===== config.mk =====
export PLATFORM = sky130hd
export DESIGN_NAME = axis_packet_rr_arbiter
export DESIGN_NICKNAME = d
export VERILOG_FILES = /design/src/rtl/axis_arb_pkg.sv /design/src/rtl/rr_grant_picker.sv /design/src/rtl/axis_packet_rr_arbiter.sv
export SDC_FILE = /design/constraint.sdc
export NUM_CORES = 1
export LEC_CHECK = 0
export BUFFER_PORTS_ARGS = -buffer_cell sky130_fd_sc_hd__buf_2
export CORE_AREA = 2 2 146 148
export DETAILED_ROUTE_END_ITERATION = 8
export DIE_AREA = 0 0 148 150
export HOLD_SLACK_MARGIN = 0.12
export PLACE_DENSITY = 0.49
export SLEW_MARGIN = 5
export SYNTH_ARGS = -nofsm -noshare
export SYNTH_HDL_FRONTEND = slang
export SYNTH_HIERARCHICAL = 1
export SYNTH_SLANG_ARGS = --single-unit
export TNS_END_PERCENT = 20

===== constraint.sdc =====
create_clock -name aclk -period 2.72 [get_ports aclk]
set_clock_uncertainty 0.05 [all_clocks]
set_input_delay 0.544 -clock aclk [delete_from_list [all_inputs] [get_ports aclk]]
set_output_delay 0.544 -clock aclk [all_outputs]
set_load 0.01 [all_outputs]

===== src/rtl/axis_arb_pkg.sv =====
// Shared types and constants for the AXI-Stream packet arbiter.
// Also used by the width-converter integration.
package axis_arb_pkg;

  typedef enum logic {
    ARB_IDLE,
    ARB_PASS
  } arb_state_e;

  localparam int AXIS_MAX_PKT_BEATS = 256;

  function automatic int src_w(input int n);
    return (n > 1) ? $clog2(n) : 1;
  endfunction

endpackage


===== src/rtl/rr_grant_picker.sv =====
// Combinational round-robin picker: first request at or after
// last_grant+1, wrapping modulo NUM_SRC.
module rr_grant_picker
  import axis_arb_pkg::*;
#(
  parameter int NUM_SRC = 4,
  localparam int SRC_W = src_w(NUM_SRC)
) (
  input  logic [NUM_SRC-1:0] req,
  input  logic [SRC_W-1:0]   last_grant,
  output logic [SRC_W-1:0]   grant,
  output logic               any_req
);

  logic [SRC_W-1:0] idx;

  always_comb begin
    grant   = last_grant;
    any_req = 1'b0;
    idx     = '0;
    for (int i = 1; i <= NUM_SRC; i++) begin
      idx = SRC_W'((int'(last_grant) + i) % NUM_SRC);
      if (!any_req && req[idx]) begin
        any_req = 1'b1;
        grant   = idx;
      end
    end
  end

endmodule


===== src/rtl/axis_packet_rr_arbiter.sv =====
// Packet-granular round-robin mux of NUM_SRC AXI-Stream sources
// onto one stream; grant held from first beat to TLAST.
module axis_packet_rr_arbiter
  import axis_arb_pkg::*;
#(
  parameter int NUM_SRC            = 4,
  parameter int C_AXIS_TDATA_WIDTH = 64,
  parameter int MAX_PKT_BEATS      = AXIS_MAX_PKT_BEATS,
  localparam int SRC_W = src_w(NUM_SRC)
) (
  input  logic                                  aclk,
  input  logic                                  areset,
  input  logic                                  arb_enable,
  input  logic [NUM_SRC-1:0]                    src_mask,
  input  logic [NUM_SRC*C_AXIS_TDATA_WIDTH-1:0] S_AXIS_TDATA,
  input  logic [NUM_SRC-1:0]                    S_AXIS_TVALID,
  input  logic [NUM_SRC-1:0]                    S_AXIS_TLAST,
  output logic [NUM_SRC-1:0]                    S_AXIS_TREADY,
  output logic [C_AXIS_TDATA_WIDTH-1:0]         M_AXIS_TDATA,
  output logic                                  M_AXIS_TVALID,
  output logic                                  M_AXIS_TLAST,
  output logic [SRC_W-1:0]                      M_AXIS_TUSER,
  input  logic                                  M_AXIS_TREADY,
  output logic [31:0]                           pkt_count,
  output logic                                  err_overlong
);

  localparam int BCW =
    (MAX_PKT_BEATS > 1) ? $clog2(MAX_PKT_BEATS) : 1;
  localparam logic [BCW-1:0] LAST_BEAT =
    BCW'(MAX_PKT_BEATS - 1);

  arb_state_e       state_q, state_d;
  logic [SRC_W-1:0] grant_q, last_grant_q, pick;
  logic [BCW-1:0]   beat_cnt_q;
  logic             any_req, hs, done, forced;
  logic             sel_valid, sel_last;

  logic [C_AXIS_TDATA_WIDTH-1:0] src_data [NUM_SRC];

  for (genvar k = 0; k < NUM_SRC; k++) begin : g_unpack
    assign src_data[k] =
      S_AXIS_TDATA[k*C_AXIS_TDATA_WIDTH +: C_AXIS_TDATA_WIDTH];
  end

  rr_grant_picker #(
    .NUM_SRC(NUM_SRC)
  ) u_pick (
    .req        (S_AXIS_TVALID & src_mask),
    .last_grant (last_grant_q),
    .grant      (pick),
    .any_req    (any_req)
  );

  assign sel_valid = S_AXIS_TVALID[grant_q];
  assign sel_last  = S_AXIS_TLAST[grant_q];
  assign forced    = (beat_cnt_q == LAST_BEAT);

  always_comb begin
    state_d       = state_q;
    M_AXIS_TDATA  = '0;
    M_AXIS_TVALID = 1'b0;
    M_AXIS_TLAST  = 1'b0;
    M_AXIS_TUSER  = '0;
    S_AXIS_TREADY = '0;
    err_overlong  = 1'b0;
    hs            = 1'b0;
    done          = 1'b0;
    unique case (state_q)
      ARB_IDLE: begin
        if (arb_enable && any_req) state_d = ARB_PASS;
      end
      ARB_PASS: begin
        M_AXIS_TVALID          = sel_valid;
        M_AXIS_TDATA           = src_data[grant_q];
        M_AXIS_TUSER           = grant_q;
        M_AXIS_TLAST           = sel_last | forced;
        S_AXIS_TREADY[grant_q] = M_AXIS_TREADY;
        hs   = sel_valid & M_AXIS_TREADY;
        done = hs & M_AXIS_TLAST;
        err_overlong = done & forced & ~sel_last;
        if (done) state_d = ARB_IDLE;
      end
    endcase
  end

  always_ff @(posedge aclk) begin
    if (areset) begin
      state_q      <= ARB_IDLE;
      grant_q      <= '0;
      last_grant_q <= SRC_W'(NUM_SRC - 1);
      beat_cnt_q   <= '0;
      pkt_count    <= '0;
    end else begin
      state_q <= state_d;
      if (state_q == ARB_IDLE && state_d == ARB_PASS) begin
        grant_q    <= pick;
        beat_cnt_q <= '0;
      end else if (hs && !done) begin
        beat_cnt_q <= beat_cnt_q + 1'b1;
      end
      if (done) begin
        last_grant_q <= grant_q;
        pkt_count    <= pkt_count + 32'd1;
      end
    end
  end

endmodule


Yosys cells after proc, flatten, opt, wreduce, memory -nomap -nowiden:

Cells that the tools add are included.

* $add $sub $neg: 6
* $lt $le $gt $ge: 7
* equality and inequality tests: 1
* muxes and demuxes: 36
* bitwise logic cells: 10
* reduce and logical (&&, ||, !) cells: 12

Operators by type and width (number)
* $mux W64: 3
* $bmux W64 S2: 1
* $add A32 B1 Y32 const B: 1
* $mux W1: 18
* $lt A2 B3 Y1 const B: 5
* $bmux W1 S2: 6
* $mux W2: 5
* $add A8 B1 Y8 const B: 1
* $and A4 B4 Y4: 2
* $eq A8 B8 Y1 const B: 1
* $logic_and A1 B1 Y1: 7
* $add A2 B1 Y2 const B: 2
* $add A2 B2 Y2 const B: 2
* $and A1 B1 Y1: 4
* $logic_not A1 Y1: 4
* $mux W4: 1
* $ge A3 B3 Y1 const B: 1
* $not A2 Y3: 1
* $demux W1 S2: 1
* $ge A2 B1 Y1 const B: 1
* $not A1 Y1: 2
* $pmux W1 S2: 1
* $reduce_or A2 Y1: 1
* $or A1 B1 Y1: 1

* register bits after elaboration: 45
* input bits: 272
* output and inout bits: 105
* logic and storage cells: 77

Logic depth before layout (Yosys ltp):

Gate-level depths: netlist of the first run.

* word-level depth: 18
* depth in mapped cells: 8
* gate-level depth less buffers: 6

Modules after synthesis:

Netlist of the first run, hierarchy kept.

By module, submodules not included
* axis_packet_rr_arbiter: times used 1, cells each 419, area each 4177.8 um^2, sequential area each 900.9 um^2
* rr_grant_picker: times used 1, cells each 14, area each 82.6 um^2, sequential area each 0.0 um^2

Least setup slack after synthesis of the first run:

OpenSTA, ideal clock, no wires.

* kind: reg2out
* from: reg grant_q[0]
* to: out M_AXIS_TDATA[48]
* arrival time: 2068 ps
* path slack: 58 ps
* stages on the path, launching flop included: 6
* path buffers: 3
* cells stage by stage: dfxtp_1 > buf_2 > buf_2 > buf_1 > mux4_2 > and2_1

* word-level cells in the longest chain between the ends: 5

Ends and longest elaborated chain
* from (decl): RTL line axis_packet_rr_arbiter.sv:34 `logic [SRC_W-1:0] grant_q, last_grant_q, pick;`
* from (signal assigned): RTL line axis_packet_rr_arbiter.sv:97 `grant_q <= pick;`
* $not A2 Y3 (not written as such): RTL line axis_packet_rr_arbiter.sv:75 `M_AXIS_TDATA = src_data[grant_q];`
* $bmux W64 S2: RTL line axis_packet_rr_arbiter.sv:75
* $mux W64 (not written as such) (2 in series): RTL line axis_packet_rr_arbiter.sv:75
* $mux W64: RTL line axis_packet_rr_arbiter.sv:69 `unique case (state_q)`
* to (decl): RTL line axis_packet_rr_arbiter.sv:19 `output logic [C_AXIS_TDATA_WIDTH-1:0] M_AXIS_TDATA,`

No other way between the ends. The select of a mux whose other input is x is not followed.

Worst setup path in the final report of the first run:

* from: reg grant_q[0]
* to: out M_AXIS_TLAST

* word-level cells in the longest chain between the ends: 4

Ends and longest elaborated chain
* $bmux W1 S2: RTL line axis_packet_rr_arbiter.sv:56 `assign sel_last = S_AXIS_TLAST[grant_q];`
* $mux W1 (not written as such): RTL line axis_packet_rr_arbiter.sv:56
* $or A1 B1 Y1: RTL line axis_packet_rr_arbiter.sv:77 `M_AXIS_TLAST = sel_last | forced;`
* $mux W1: RTL line axis_packet_rr_arbiter.sv:69
* to (decl): RTL line axis_packet_rr_arbiter.sv:21 `output logic M_AXIS_TLAST,`

No other way between the ends. The select of a mux whose other input is x is not followed.

==> summary.txt, run 1 <==
status = complete, no violations
DP Area = 0.006580 mm^2
largest family of logic cells by synthesized area = multiplexers
worst min-delay path class = register to register
endpoint of the worst register-to-register path = pkt_count[28]
unrepaired setup endpoints after global routing = false
Starting Density = 0.2059
share of cells above drive strength 1 = 0.5980
CP Max Fanout = 9
Worst R2R Start = pkt_count[5]
Syn Inst Count = 433
Final WS setup = 0.08012 ns
Post CTS Setup Buffer Count = 0
crit path time final = 2.640 ns
highest metal used = met5
DRT iter0 DRCs = 189
layout net count = 1079
initial antenna violation count = 10
endpoint type of the worst setup path = primary output
Die Y = 150 um
Die ar. = 0.02220 mm^2
R2R Setup Slk = 0.21 ns
H-tree Lvls = 2
Critical Path AT = 2.05 ns
asr flop ratio synth = 0
number of enable flip-flop cells after synthesis = 0
Startpoint Class = register
1st-pass router iterations = 5
Syn. warnings = 6
vias in the first global route = 5025
Yosys reg bits = 45
Max-cap violations = 0
Yosys cell types = 41
root buf cell = clkbuf_16
peak supply drop = 0.0002697 V
number of port buffers = 376
first-pass GRT wire length = 31.28 mm
sequential standard cell area = 909.6 um^2
TritonCTS Sinks = 45
post-synthesis mux area share = 0.3577
top_reg_cell synth = dfxtp_1
WL met3 = 2.236 mm
DP HPWL = 18.99 mm
post_cts resized = 0
Hold Crit Endpoint = pkt_count[31]
Slew Limit Headroom = 0.5843
final hold viol count = 0
Post-Synth Simple-Gate Area = 0.2764
hold path startpoint = pkt_count[31]
largest net degree at the start of global routing = 64
max frequency = 378.8 MHz
# IOs = 377
total global-route track usage = 0.1851
grt total ovfl = 0
WS Path Type = register to primary output
worst skew pair latency = 0.28 ns
Avg WL per Cell = 20.27 um
area share of the largest cell type after synthesis = 0.3436
row count = 53
vias per std cell = 4.702
clk slew on worst S/H paths = 0.06 ns
Period Utilization, post-route = 0.9705
CTS tree = yes
Clock Tree Buf Depth = 2
Vias = 5102
hold depth = 2
fill count = 2212
XOR/XNOR share of the synthesized area = 0.05345
max-slew violations = 0
drt drc = 0
Syn Nets = 707
post-synthesis compound-gate area fraction = 0.04993
leak pwr = 3.060 nW
mapped cell area = 0.004260 mm^2
Syn Area/Cell = 9.839 um^2
M1 wire length = 9.312 mm
pre-CTS WS = 0.2135 ns
setup violators final = 0
Tightest Pin Transition = 0.6155 ns
Required @ worst endpoint = 2.13 ns
Horiz. Die Dim = 148 um
Design Area, Final = 0.006736 mm^2
sequential element share of the synthesized area = 0.2115
area leader, netlist = mux4_2
PwrDens = 316.9 mW/mm^2
Area growth, synth to finish = 58.12%
Reg2Reg Depth = 5
Synth Area in Adders = 0.005874
Setup TNS = 0 ns
drt total wl = 21.99 mm
DR WL met2 = 10.13 mm
Inserted Clock Buffers = 5
top post-synthesis cells by area = mux4_2 (34%), dfxtp_1 (21%), and2_1 (10%), xnor2_1 (4.5%), nor2_1 (3.2%)
Core Region = 0.02069 mm^2
post-route ant nets = 0
hold buffers post-CTS = 0
area occupied by multi-input gates = 0.003167 mm^2
gpl congestion = 0.8473
==> metrics by stage <==
stage,power (W),utilization,std cells,hold WS [ns]
final,0.002135,0.3256,1085,0.4406
after global routing,0.002260,0.3254,1083,0.4625
after CTS,0.002161,0.3247,1081,0.4411
after detailed placement,0.001556,0.3180,1073,0.4240
after global placement,0.001550,0.3180,1073,0.4119
after floorplan,0.001148,-,433,0.4275
==> flip-flops by register name, summed over array words and instances, names as in the netlist <==
signal / flops
beat_cnt_q: 8
grant_q: 2
last_grant_q: 2
pkt_count: 32
state_q: 1
==> worst max-delay path, cell delays in order (launching register included) <==
cell and delay, ns:
dfxtp_4 0.46, mux4_2 0.56, buf_4 0.19, a41o_1 0.24, and2_1 0.17, buf_2 0.15
==> metal layers <==
layer | vias up | global-route usage
met5 | - | 0
met4 | 10 | 0.03333
met3 | 28 | 0.06524
met2 | 212 | 0.2905
met1 | 2466 | 0.2483
li1 | 2386 | -
==> power breakdown <==
group | switching [W] | total, W | internal, W
clock | 0.000256 | 0.000599 | 0.000342
sequential | 0.0000158 | 0.000681 | 0.000665
combinational | 0.000377 | 0.000855 | 0.000478
total | 0.000649 | 0.00213 | 0.00149
==> final cells by class <==
| class | count | area share |
|---|---|---|
| Clock buffer | 7 | 0.01969 |
| Clock inverter | 1 | 0.0009287 |
| Tap cell | 275 | 0.05108 |
| Sequential cell | 45 | 0.1350 |
| Timing Repair Buffer | 403 | 0.3161 |
| Inverter | 10 | 0.005572 |
| Multi-Input combinational cell | 340 | 0.4701 |
| Antenna cell | 4 | 0.001486 |
==> synthesized netlist by cell type (all sizes together), types with 4 or more instances <==
library cell	number
xnor2	22
or3	10
nor4	15
a21oi	16
mux4	65
mux2i	6
and2	71
clkbuf	25
xor2	4
dfxtp	45
o21ai	9
inv	10
nand3	17
buf	13
nand2	16
or4	9
nand4	6
nor2	36
nor3	7
and4	4
==> worst max-delay path by stage <==
stage	startpoint	endpoint	slack, ns
6_report	grant_q[0]	M_AXIS_TLAST	0.08
5_1_grt	grant_q[0]	M_AXIS_TDATA[8]	0.002
3_3_place_gp	S_AXIS_TLAST[3]	pkt_count[24]	0.26
2_1_floorplan	grant_q[0]	M_AXIS_TDATA[48]	0.06
4_1_cts	grant_q[0]	M_AXIS_TDATA[17]	0.05
3_5_place_dp	pkt_count[5]	pkt_count[28]	0.21
==> layout by cell type, fill, tap and decap left out, types with 3 or more instances in the layout <==
master	Yosys	layout
buf_2	4	376
and2_1	71	71
mux4_2	65	65
dfxtp_1	45	42
nor2_1	36	36
buf_4	0	24
xnor2_1	22	22
nand3_1	17	17
nand2_1	16	16
a21oi_1	16	16
nor4_1	15	15
inv_1	10	10
or3_1	10	10
o21ai_0	9	9
nor3_1	7	7
mux2i_1	6	6
or4_1	6	6
nand4_1	5	5
clkbuf_16	0	5
diode_2	0	4
and4_1	4	4
xor2_1	4	4
nand3b_1	3	3
nand2b_1	3	3
nor4b_1	3	3
o31ai_1	3	3
==> cell families after synthesis <==
logic type      count (synthesis)
fa+ha+maj                       2
compound gates                 36
flops                          45
simple gates                  205
xor+xnor                       26
buf+inv                        48
mux                            71
(Power assumes the default switching activity.)
==> run 2: changes to the inputs <==
BUFFER_PORTS_ARGS = -buffer_cell sky130_fd_sc_hd__buf_4   (was -buffer_cell sky130_fd_sc_hd__buf_2)
CAP_MARGIN = 40   (was unset)
SKIP_CTS_REPAIR_TIMING = 1   (was unset)
==> run 2 against run 1 <==
Against the previous run: via count decreased by 4.0%; core utilization increased by 4.2 points; wire length increased by 2.9%; design area increased by 13%; final cell count decreased by 1.1%; largest cell class unchanged; fmax increased by 0.20%; global-route usage increased by 0.53 points; worst setup slack improved by 0.0053 ns; critical path depth decreased by 1; clock-buffer cell count unchanged; sequential share of layout area decreased by 1.5 points.
==> summary.txt, run 2 (synthesized netlist as in run 1, its figures left out) <==
status = complete, no violations (unchanged)
Vias = 4900 (was 5102)
area occupied by multi-input gates = 0.003167 mm^2 (unchanged)
largest net degree at the start of global routing = 64 (unchanged)
final hold viol count = 0 (unchanged)
Die Y = 150 um (unchanged)
worst min-delay path class = register to register (unchanged)
sequential standard cell area = 909.6 um^2 (unchanged)
max frequency = 379.6 MHz (was 378.8 MHz)
worst skew pair latency = 0.29 ns (was 0.28 ns)
layout net count = 1070 (was 1079)
number of port buffers = 376 (unchanged)
leak pwr = 3.258 nW (was 3.060 nW)
CTS tree = yes (unchanged)
WL met3 = 2.029 mm (was 2.236 mm)
unrepaired setup endpoints after global routing = false (unchanged)
Starting Density = 0.2059 (unchanged)
share of cells above drive strength 1 = 0.5960 (was 0.5980)
DR WL met2 = 10.47 mm (was 10.13 mm)
crit path time final = 2.635 ns (was 2.640 ns)
# IOs = 377 (unchanged)
Core Region = 0.02069 mm^2 (unchanged)
H-tree Lvls = 2 (unchanged)
Area growth, synth to finish = 78.41% (was 58.12%)
Worst path slowest cell = mux4_2 (unchanged)
top flop regs = pkt_count x32, beat_cnt_q x8 (unchanged)
M1 wire length = 9.725 mm (was 9.312 mm)
worst path cell trace = mux4_2 > a41o_1 > and2_1 > buf_4 (was mux4_2 > buf_4 > a41o_1 > and2_1 > buf_2)
commonest non-fill, non-tap cell in the layout = buf_4 (was buf_2)
root buf cell = clkbuf_16 (unchanged)
WS Path Type = register to primary output (unchanged)
Critical Path AT = 2.04 ns (was 2.05 ns)
Placed Cells = 1064 (was 1073)
endpoint of the worst register-to-register path = pkt_count[28] (unchanged)
clk slew on worst S/H paths = 0.06 ns (about the same)
DRT iter0 DRCs = 223 (was 189)
CP Max Fanout = 10 (was 9)
hold path startpoint = pkt_count[31] (unchanged)
Max-cap violations = 0 (unchanged)
Worst R2R Start = pkt_count[0] (was pkt_count[5])
Inserted Clock Buffers = 5 (unchanged)
gpl congestion = 0.8136 (was 0.8473)
Horiz. Die Dim = 148 um (unchanged)
fill count = 2170 (was 2212)
Reg2Reg Depth = 6 (was 5)
PwrDens = 305.4 mW/mm^2 (was 316.9 mW/mm^2)
DP HPWL = 19.18 mm (was 18.99 mm)
total global-route track usage = 0.1903 (was 0.1851)
grt total ovfl = 0 (unchanged)
hold depth = 2 (unchanged)
vias in the first global route = 4848 (was 5025)
max-slew violations = 0 (unchanged)
Avg WL per Cell = 21.09 um (was 20.27 um)
Crit path largest cell delay = 0.67 ns (was 0.56 ns)
R2R Setup Slk = 0.16 ns (was 0.21 ns)
Required @ worst endpoint = 2.13 ns (about the same)
peak supply drop = 0.0002189 V (was 0.0002697 V)
endpoint type of the worst setup path = primary output (unchanged)
vias per std cell = 4.567 (was 4.702)
setup violators final = 0 (unchanged)
most flop-heavy register = pkt_count (unchanged)
Slew Limit Headroom = 0.6072 (was 0.5843)
Setup TNS = 0 ns (unchanged)
first-pass GRT wire length = 31.73 mm (was 31.28 mm)
Startpoint Class = register (unchanged)
drt drc = 0 (unchanged)
1st-pass router iterations = 4 (was 5)
highest metal used = met5 (unchanged)
Period Utilization, post-route = 0.9686 (was 0.9705)
max reg flops = 32 (unchanged)
post-route ant nets = 0 (unchanged)
commonest cells after routing, fill and taps aside = buf_4 (392), and2_1 (71), mux4_2 (65) (was buf_2 (376), and2_1 (71), mux4_2 (65))
Hold Crit Endpoint = pkt_count[31] (unchanged)
Die ar. = 0.02220 mm^2 (unchanged)
initial antenna violation count = 4 (was 10)
Finished Layout Cells = 1073 (was 1085)
drt total wl = 22.63 mm (was 21.99 mm)
Clock Tree Buf Depth = 2 (unchanged)
Tightest Pin Transition = 0.5891 ns (was 0.6155 ns)
row count = 53 (unchanged)
TritonCTS Sinks = 45 (unchanged)
## run 2: cell count changes in the layout (fill, tap and decap cells not counted), moves of 2 or more
cell | previous run | this run
buf_2 | 376 | 0
buf_4 | 24 | 392
clkbuf_1 | 2 | 0
clkbuf_8 | 0 | 2
diode_2 | 4 | 1
## run 2: stage by stage
step / area (um^2) / hold slack (ns) / setup slack (ns) / power, W / utilization
finish: 7601 / 0.4414 / 0.08538 / 0.002321 / 0.3674
global route: 7599 / 0.4737 / 0.004642 / 0.002433 / 0.3673
CTS: 7599 / 0.4384 / 0.05954 / 0.002353 / 0.3673
detailed placement: 7441 / 0.4228 / 0.2016 / 0.001696 / 0.3596
global placement: 7441 / 0.4238 / 0.1987 / 0.001691 / 0.3596
floorplan: 4260 / 0.4275 / 0.05764 / 0.001148 / -
## run 2: metal layers
layer  vias up  track usage
met1      2328       0.2500
met2       180       0.3016
met3        25      0.06921
met4         6      0.03905
li1       2361            -
met5         -            0
## run 2: worst max path at each step
stage                          from          endpoint  slack, ns  depth (start not counted)
global route             grant_q[0]      M_AXIS_TLAST      0.005                          4
finish                   grant_q[0]      M_AXIS_TLAST       0.09                          4
global placement    S_AXIS_TLAST[1]     pkt_count[28]       0.20                          6
detailed placement  S_AXIS_TLAST[1]     pkt_count[28]       0.20                          6
CTS                      grant_q[0]      M_AXIS_TLAST       0.06                          4
floorplan                grant_q[0]  M_AXIS_TDATA[48]       0.06                          5
## run 2: cell type report
| cell class | count | share of cell area |
|---|---|---|
| sequential | 45 | 0.1197 |
| tap | 275 | 0.04527 |
| timing repair buffer | 394 | 0.3924 |
| antenna | 1 | 0.0003292 |
| inverter | 10 | 0.004938 |
| multi-input combinational | 340 | 0.4166 |
| clock inverter | 1 | 0.0006584 |
| clock buffer | 7 | 0.02008 |
## run 2: report_power, final
group / internal (W) / switching, W
Clock: 0.000389 / 0.000260
Combinational: 0.000619 / 0.000369
Sequential: 0.000665 / 0.0000189
## run 2: worst max-delay path, delay by kind of cell, from the launching register on
kind                   cells  cell delay (ns)
multiplexers               1             0.67
flip-flops                 1             0.50
AND/OR/NAND/NOR            1             0.16
AO/OA/AOI/OAI              1             0.26
buffers and inverters      1             0.15
